`config.mk`:
```
export PLATFORM = sky130hd
export DESIGN_NAME = sub_serial
export DESIGN_NICKNAME = d
export VERILOG_FILES = /design/src/rtl/arith_pkg.sv /design/src/rtl/sub_digit.sv /design/src/rtl/sub_serial.sv
export SDC_FILE = /design/constraint.sdc
export NUM_CORES = 1
export LEC_CHECK = 0
export BUFFER_PORTS_ARGS = -buffer_cell sky130_fd_sc_hd__clkbuf_2
export CAP_MARGIN = 40
export CELL_PAD_IN_SITES_DETAIL_PLACEMENT = 0
export CELL_PAD_IN_SITES_GLOBAL_PLACEMENT = 1
export CORE_MARGIN = 5
export CORE_UTILIZATION = 48
export CTS_CLUSTER_DIAMETER = 40
export DETAILED_ROUTE_END_ITERATION = 7
export PLACE_DENSITY_LB_ADDON = 0.1
export REMOVE_ABC_BUFFERS = 1
export SYNTH_ARGS = -nofsm -noshare
export SYNTH_HDL_FRONTEND = slang
export SYNTH_HIERARCHICAL = 1
export SYNTH_SLANG_ARGS = --single-unit
```
`constraint.sdc`:
```
create_clock -name clk -period 7.6 [get_ports clk]
set_input_delay 1.52 -clock clk [delete_from_list [all_inputs] [get_ports clk]]
set_output_delay 1.52 -clock clk [all_outputs]
set_load 0.1 [all_outputs]
```
`src/rtl/arith_pkg.sv`:
```
// arith_pkg: shared state encoding and default operand geometry for the serial arithmetic units
package arith_pkg;
  localparam int DEF_WIDTH = 32;
  localparam int DEF_DIGIT = 4;
  typedef enum logic {IDLE, RUN} state_t;
endpackage

```
`src/rtl/sub_digit.sv`:
```
// sub_digit: combinational DIGIT-bit subtract slice, x - y - bin -> diff with borrow out
module sub_digit #(
  parameter int DIGIT = 4
) (
  input  logic [DIGIT-1:0] x,
  input  logic [DIGIT-1:0] y,
  input  logic             bin,
  output logic [DIGIT-1:0] diff,
  output logic             bout
);
  assign {bout, diff} = {1'b0, x} - {1'b0, y} - {{DIGIT{1'b0}}, bin};
endmodule

```
`src/rtl/sub_serial.sv`:
```
// sub_serial: digit-serial subtractor {bo,d} = a - b - bi over WIDTH/DIGIT cycles
// Optional signed overflow output ovf is built when SUB_SERIAL_OVF_EN is defined.
module sub_serial import arith_pkg::*; #(
  parameter int WIDTH = DEF_WIDTH,
  parameter int DIGIT = DEF_DIGIT
) (
  input  logic             clk,
  input  logic             rst_n,
  input  logic             start,
  input  logic [WIDTH-1:0] a,
  input  logic [WIDTH-1:0] b,
  input  logic             bi,
  output logic             ready,
  output logic             done,
  output logic [WIDTH-1:0] d,
  output logic             bo
`ifdef SUB_SERIAL_OVF_EN
  ,
  output logic             ovf
`endif
);
  localparam int N  = WIDTH / DIGIT;
  localparam int CW = N > 1 ? $clog2(N) : 1;
  state_t                 state;
  logic [CW-1:0]          cnt;
  logic [WIDTH-1:0]       ra, rb, acc, nd;
  logic [WIDTH+DIGIT-1:0] cat;
  logic [DIGIT-1:0]       dd;
  logic                   br, bout, a_msb, b_msb, last;
  sub_digit #(.DIGIT(DIGIT)) u_digit (
    .x(ra[DIGIT-1:0]), .y(rb[DIGIT-1:0]), .bin(br), .diff(dd), .bout(bout)
  );
  // result digits enter at the top and migrate down, so after N steps acc is LSB-aligned
  assign cat   = {dd, acc};
  assign nd    = cat[WIDTH+DIGIT-1:DIGIT];
  assign last  = cnt == CW'(N - 1);
  assign ready = state == IDLE;
  always_ff @(posedge clk) begin
    if (!rst_n) begin
      state <= IDLE;
      d     <= '0;
      bo    <= 1'b0;
      done  <= 1'b0;
      br    <= 1'b0;
      cnt   <= '0;
`ifdef SUB_SERIAL_OVF_EN
      ovf   <= 1'b0;
`endif
    end else begin
      done <= 1'b0;
      if (state == IDLE) begin
        if (start) begin
          ra    <= a;
          rb    <= b;
          br    <= bi;
          a_msb <= a[WIDTH-1];
          b_msb <= b[WIDTH-1];
          cnt   <= '0;
          state <= RUN;
        end
      end else begin
        ra  <= ra >> DIGIT;
        rb  <= rb >> DIGIT;
        acc <= nd;
        br  <= bout;
        cnt <= cnt + 1'b1;
        if (last) begin
          d     <= nd;
          bo    <= bout;
          done  <= 1'b1;
          state <= IDLE;
`ifdef SUB_SERIAL_OVF_EN
          ovf   <= (a_msb != b_msb) & (nd[WIDTH-1] != a_msb);
`endif
        end
      end
    end
  end
endmodule

```
# After elaboration in Yosys (flattened, before gate mapping)
# Cells that the tools add are included.
[word_totals]
reg_bits = 135
[classes]
addsub = 3
eq_ne = 1
mux = 12
bitwise_logic = 1
reduce_logical = 4
[ops]
columns = ["operator", "n"]
rows = [
  ["$mux 32", 2],
  ["$mux 28", 2],
  ["$mux 1", 6],
  ["$mux 3", 2],
  ["$reduce_and 2->1", 3],
  ["$sub 4x4->5", 1],
  ["$sub 5x1->5", 1],
  ["$add 3x1->3 const B", 1],
  ["$eq 3x3->1 const B", 1],
  ["$reduce_bool 2->1", 1],
  ["$not 1->1", 1],
]

# Longest topological paths before layout
# Gate-level depths: netlist (run 1).
[logic_depth]
ltp_word = 3
ltp_mapped = 9
depth_no_buf = 9

# Hierarchy
# The synthesis (run 1) kept the hierarchy.
[modules_own_cells]
columns = ["module", "n_inst", "cells_each", "area_each_um2"]
rows = [
  ["sub_serial", 1, 342, 5180.0],
  ["sub_digit", 1, 24, 207.7],
]

# Worst setup path before layout (run 1)
# No wires, ideal clock.
[synth_timing]
kind = "input -> register"
start = "input port rst_n"
end = "register ra[0] (enable)"
arrival_ns = 3.008
required_time_ns = 7.173
slack_ns = 4.165
stages = 1
n_path_buf = 0
cell_sequence = "o21a_1"
[synth_between]
elab_chain_cells = 1
[synth_lines]
columns = ["item", "line_no", "text"]
rows = [
  ["start, declared", "sub_serial.sv:8", "input logic rst_n,"],
  ["$reduce_and 2->1 (no line)", "n/a", ""],
  ["end signal, assigned", "sub_serial.sv:62", "ra <= ra >> DIGIT;"],
  ["end, declared", "sub_serial.sv:26", "logic [WIDTH-1:0] ra, rb, acc, nd;"],
]
# No other way between the ends.
# A chain may end at the register's enable or synchronous reset.

# Final worst setup path (run 1)
[layout_timing]
start = "register state"
end = "output port ready"
[layout_between]
elab_chain_cells = 1
[layout_lines]
columns = ["item", "line_no", "text"]
rows = [
  ["start, declared", "sub_serial.sv:24", "state_t state;"],
  ["start signal, assigned", "sub_serial.sv:40", "state <= IDLE;"],
  ["start signal, assigned", "sub_serial.sv:59", "state <= RUN;"],
  ["start signal, assigned", "sub_serial.sv:71", "state <= IDLE;"],
  ["$not 1->1", "n/a", ""],
  ["end, declared", "sub_serial.sv:13", "output logic ready,"],
]
# No other way between the ends.

==> results of run 1 <==
critical path: stages, from the launching register on:
cell and delay (ps):
dfxtp_4 780, inv_1 180, clkbuf_2 420
per-stage QoR:
| step | power (uW) | util [%] |
|---|---|---|
| global placement | 939 | 54.6 |
| CTS | 1710 | 59.7 |
| global route | 1750 | 59.7 |
| floorplan | 907 | - |
| detailed placement | 944 | 54.6 |
| finish | 1680 | 59.7 |
state kept, by name, summed over array words and instances (netlist names):
signal  flops
d          32
ra         32
rb         32
acc        28
cnt         3
bo          1
br          1
done        1
state       1
cell usage in the layout, fill, tap and decap left out, types with 5 or more instances in the layout:
master      instances
buf_4               5
mux2_2             56
dfxtp_1            38
edfxtp_1           92
clkbuf_2          102
clkbuf_16          17
clkinvlp_4          5
nand3_1            33
nor2b_1             9
inv_1              10
ha_1                8
a21oi_1            36
a21bo_2            33
area by class of cell:
cell class	count	area, sq um
well taps	140	175
clock buffers	18	429
repair buffers	107	548
flip-flops and latches	131	3550
inverters	10	37.5
clock inverters	14	129
fillers	907	4400
multi-input cells	198	1670
cell families (layout without fill, tap and decap cells):
group	count (synthesis)	count (layout)	synth area share, %
buffers and inverters	37	149	3.41
XOR/XNOR	4	4	0.650
flip-flops	131	131	65.8
AND/OR/NAND/NOR	52	52	5.30
AO/OA/AOI/OAI	74	74	10.1
adder cells (fa/ha/maj)	11	11	2.83
multiplexers	57	57	11.9
worst min-delay path by stage:
stage	end	slack (ps)	cells past startpoint
floorplan	acc[10]	430	0
global placement	acc[18]	430	0
detailed placement	acc[9]	430	0
CTS	acc[22]	450	0
global route	acc[21]	460	0
finish	acc[12]	440	0
layer usage:
metal / wire [microns] / global-route usage [%] / vias up
li1: - / - / 1556
met1: 3750 / 16.4 / 1436
met2: 4190 / 22.3 / 73
met3: 795 / 7.05 / 10
met4: 136 / 6.26 / 0
met5: 0 / 0 / -
power by group through the flow:
stage          registers [uW]  clock network, uW  logic (uW)
2_1_floorplan             838                  0        69.0
3_3_place_gp              836                  0         104
3_5_place_dp              837                  0         107
4_1_cts                   822                779         107
5_1_grt                   825                806         118
6_report                  821                758         105
==> results.sh, run 1 <==
export IMPL_status="finished, final reports clean"
export IMPL_ir_drop_v=0.000176
export IMPL_cts_tree="built"
export IMPL_yosysSeqAreaShare_pct=65.8
export IMPL_p_leak_uw=0.00252
export IMPL_tns_ps=0
export IMPL_die_h_microns=116
export IMPL_cts_sinks=131
export IMPL_finalWorstPathRequiredPeriod_ps=3350
export IMPL_timing_rr_start="state"
export IMPL_clock_latency_ps=410
export IMPL_holdWs_ps=443
export IMPL_finalMaxSlewViolations=0
export IMPL_via_count=3075
export IMPL_ios=103
export IMPL_cp_max_fo=58
export IMPL_place_ws_ps=4660
export IMPL_ant_nets=0
export IMPL_dpl_cell_area_sq_mm=0.00597
export IMPL_final_cell_area_sq_mm=0.00653
export IMPL_antenna_found_initial=0
export IMPL_cp_start_kind="flop"
export IMPL_cts_resized_gates=0
export IMPL_synth_top_area_share_pct=51.3
export IMPL_cts_htree_levels=4
export IMPL_holdCritPathClass="flop to flop"
export IMPL_grt_remaining_overflow=0
export IMPL_fp_dieW_microns=116
export IMPL_grt_max_degree=85
export IMPL_pwr_share_clk_pct=45.0
export IMPL_fin_crit_sh_pct=44.1
export IMPL_drt_pass1_iterations=4
export IMPL_rr_worst_depth=2
export IMPL_hold_buffers=0
export IMPL_core_sq_mm=0.0109
export IMPL_grt_pass1_vias=3139
export IMPL_routedWlPerCell_microns=14.3
export IMPL_remaining_drc_errors=0
export IMPL_internal_power_uw=1310
export IMPL_drt_iter0_markers=191
export IMPL_n_antenna_cell=0
export IMPL_startpoint="state"
export IMPL_fin_nets=544
export IMPL_endpoint="ready"
export IMPL_routed_wl_mm=8.87
export IMPL_synth_edff_count=92
export IMPL_post_cts_buffers=0
export IMPL_area_growth_pct=21.2
export IMPL_cp_data_arrival_time_ps=1830
export IMPL_dieArea_sq_mm=0.0134
export IMPL_netlist_instances=366
export IMPL_numCtsBuffers=17
export IMPL_start_util_pct=49.3
export IMPL_place_congestion=0.725
export IMPL_rsz0062_at_grt="false"
export IMPL_placedCellCount=586
export IMPL_synth_most_common_cell="edfxtp_1"
export IMPL_synth_main_ff_cell="edfxtp_1"
export IMPL_ys_types=28
export IMPL_syn_cell_area_sq_mm=0.00539
export IMPL_worstPathRequired_ps=6080
export IMPL_cts_root_buf="clkbuf_16"
export IMPL_cts_buffer_depth=2
export IMPL_grt_use_total_pct=14.2
export IMPL_worstMarginPinSlew_ps=838
export IMPL_hold_viol=0
export IMPL_synth_area_per_cell_sq_um=14.7
export IMPL_cellPowerDensity_mw_per_mm2=258
export IMPL_hpwlAfterDp_mm=5.49
export IMPL_port_buffers=102
export IMPL_synth_top_area_cell="edfxtp_1"
export IMPL_p_sw_uw=374
export IMPL_finalClockSkew_ps=10.3
export IMPL_slew_limit_headroom_pct=44.1
export IMPL_fmaxAchievable_mhz=299
export IMPL_switching_share_pct=22.2
export IMPL_synth_async_reset_ratio_pct=0
export IMPL_min_from="acc[16]"
export IMPL_vias_per_cell=4.98
export IMPL_crit_type="flop to output pin"
export IMPL_drive_gt1_share_pct=48.3
export IMPL_yosysWarnings=6
export IMPL_rows=38
export IMPL_setup_slack_ps=4250
export IMPL_end_kind="output pin"
export IMPL_ys_ff_latch=131
export IMPL_power_share_sequential_pct=48.8
export IMPL_reg2reg_slack_ps=5330
export IMPL_combPwrFrac_pct=6.2
export IMPL_synth_area_top_cells="edfxtp_1, dfxtp_1, mux2_2"
export IMPL_grt_pass1_wl_mm=14.6
export IMPL_setup_viol=0
export IMPL_clkSlewWorstSetupHoldPaths_ps=60
export IMPL_r2r_end="ra[3]"
export IMPL_synth_top_cells_by_count="edfxtp_1, mux2_2, dfxtp_1"
export IMPL_stdcell_count=618
export IMPL_cap_violations=0
Power figures use the tool's default switching activity.
==> run 2, diff against run 1 <==
- CORE_UTILIZATION: 48 -> 41
- clock period: 7.6 -> 2.75 ns (I/O delays scaled with it)
==> run 2 against run 1 <==
  * Core utilization down 7.9 points
  * Wire length grew 3.7%
  * Combinational power rose to 3.0 times the previous value
  * Hold slack lost 9.2 ps
  * Global-route usage decreased by 1.9 points
  * Clock-buffer cell count increased by 10
  * Final area grew 1.3%
  * Via count increased by 1.6%
  * Power rose to 2.7 times the previous value
==> results.sh, run 2 (synthesis results as in run 1) <==
export IMPL_cts_buffer_depth=2
export IMPL_ios=103
export IMPL_cts_tree="built"
export IMPL_hold_buffers=0
export IMPL_finalWorstPathRequiredPeriod_ps=2150
export IMPL_wl_met3_microns=831
export IMPL_met1_length_mm=3.92
export IMPL_clkSlewWorstSetupHoldPaths_ps=50
export IMPL_fmaxAchievable_mhz=465
export IMPL_hpwlAfterDp_mm=5.94
export IMPL_mostFrequentLayoutCells="clkbuf_2, edfxtp_1, mux2_2"
export IMPL_routed_wl_mm=9.20
export IMPL_crit_type="flop to output pin"
export IMPL_holdWs_ps=434
export IMPL_grt_remaining_overflow=0
export IMPL_area_growth_pct=22.9
export IMPL_worstPathRequired_ps=2200
export IMPL_core_sq_mm=0.0128
export IMPL_timing_rr_start="ra[0]"
export IMPL_rsz0062_at_grt="false"
export IMPL_top_layer="met4"
export IMPL_combPwrFrac_pct=6.7
export IMPL_finalClockSkew_ps=6.55
export IMPL_fin_nets=545
export IMPL_status="finished, final reports clean"
export IMPL_place_congestion=0.673
export IMPL_cts_resized_gates=0
export IMPL_top_regs="d: 32 flops, ra: 32 flops, rb: 32 flops"
export IMPL_cp_start_kind="flop"
export IMPL_worstMarginPinSlew_ps=568
export IMPL_grt_pass1_wl_mm=15.2
export IMPL_cellPowerDensity_mw_per_mm2=697
export IMPL_ant_nets=0
export IMPL_tns_ps=0
export IMPL_dieArea_sq_mm=0.0155
export IMPL_startpoint="state"
export IMPL_grt_max_degree=69
export IMPL_rows=41
export IMPL_internal_power_uw=3680
export IMPL_via_count=3125
export IMPL_stdcell_count=651
export IMPL_p_leak_uw=0.00255
export IMPL_min_from="b[29]"
export IMPL_routedWlPerCell_microns=14.1
export IMPL_cp_data_arrival_time_ps=1600
export IMPL_setup_slack_ps=599
export IMPL_switching_share_pct=20.4
export IMPL_fin_crit_sh_pct=78.2
export IMPL_vias_per_cell=4.80
export IMPL_slew_limit_headroom_pct=62.3
export IMPL_hold_viol=0
export IMPL_holdCritPathClass="input pin to flop"
export IMPL_clock_latency_ps=400
export IMPL_cp_cell_sequence="inv_1 -> clkbuf_2"
export IMPL_nFillCells=1146
export IMPL_remaining_drc_errors=0
export IMPL_grt_use_total_pct=12.3
export IMPL_drive_gt1_share_pct=47.6
export IMPL_cp_max_fo=40
export IMPL_finalMaxSlewViolations=0
export IMPL_cap_violations=0
export IMPL_cpPeakStageDelay_ps=610
export IMPL_cts_root_buf="clkbuf_16"
export IMPL_port_buffers=102
export IMPL_place_ws_ps=623
export IMPL_grt_pass1_vias=3121
export IMPL_drt_pass1_iterations=4
export IMPL_route_met2_wl_mm=4.25
export IMPL_crit_slowest_cell="dfxtp_4"
export IMPL_end_kind="output pin"
export IMPL_antenna_found_initial=0
export IMPL_cts_sinks=131
export IMPL_ir_drop_v=0.000365
export IMPL_numCtsBuffers=17
export IMPL_n_antenna_cell=0
export IMPL_cts_htree_levels=4
export IMPL_start_util_pct=42.2
export IMPL_post_cts_buffers=0
export IMPL_setup_viol=0
export IMPL_placedCellCount=619
export IMPL_pwr_share_clk_pct=44.3
export IMPL_final_common_cell="clkbuf_2"
export IMPL_whs_path_depth=2
export IMPL_rr_worst_depth=7
export IMPL_fp_dieW_microns=125
export IMPL_p_sw_uw=940
export IMPL_final_core_util_pct=51.8
export IMPL_power_share_sequential_pct=49.0
export IMPL_die_h_microns=125
export IMPL_drt_iter0_markers=218
==> run 2: changes by cell type in the layout (fill, tap and decap cells not counted), sizes merged <==
cell      previous run  this run
clkbuf             120       130
clkinvlp             5         0
inv                 14        10
buf                  5         6
bufinv               1         0
==> run 2: stage by stage <==
step,cell area (sq um),total power [uW]
floorplan,5240,2510
global placement,6070,2610
detailed placement,6070,2620
CTS,6620,4690
global route,6620,4820
finish,6620,4620
==> run 2: per-layer routing <==
layer  global-route usage, %  up-vias
met2                    18.4       89
met5                       0        -
met3                    6.22       17
met1                    14.7     1463
li1                        -     1556
met4                    6.00        0
==> run 2: area by class of cell <==
cell class              count  area [sq um]  share of cell area, %
flip-flops and latches    131          3550                   53.6
multi-input cells         198          1670                   25.2
repair buffers            108           606                   9.15
clock buffers              28           528                   7.98
well taps                 172           215                   3.25
inverters                  10          37.5                  0.567
clock inverters             4          20.0                  0.302
==> run 2: worst max-delay path: cells and delay by family, from the launching register on <==
family                 cells  cell delay, ps
buffers and inverters      2             590
DFF                        1             610
==> run 2: worst paths after layout <==
| kind | slack (ps) | endpoint |
|---|---|---|
| worst max-delay path | 600 | ready |
| worst min-delay path | 430 | rb[29] |
| worst max register to register | 630 | br |
| worst min register to register | 450 | acc[7] |
==> run 2: power by group through the flow <==
| stage | logic [uW] | clock network [uW] | registers (uW) |
|---|---|---|---|
| final | 310 | 2040 | 2260 |
| after global routing | 349 | 2200 | 2270 |
| after CTS | 319 | 2110 | 2260 |
| after detailed placement | 318 | 0 | 2300 |
| after global placement | 307 | 0 | 2300 |
| after floorplan | 191 | 0 | 2320 |
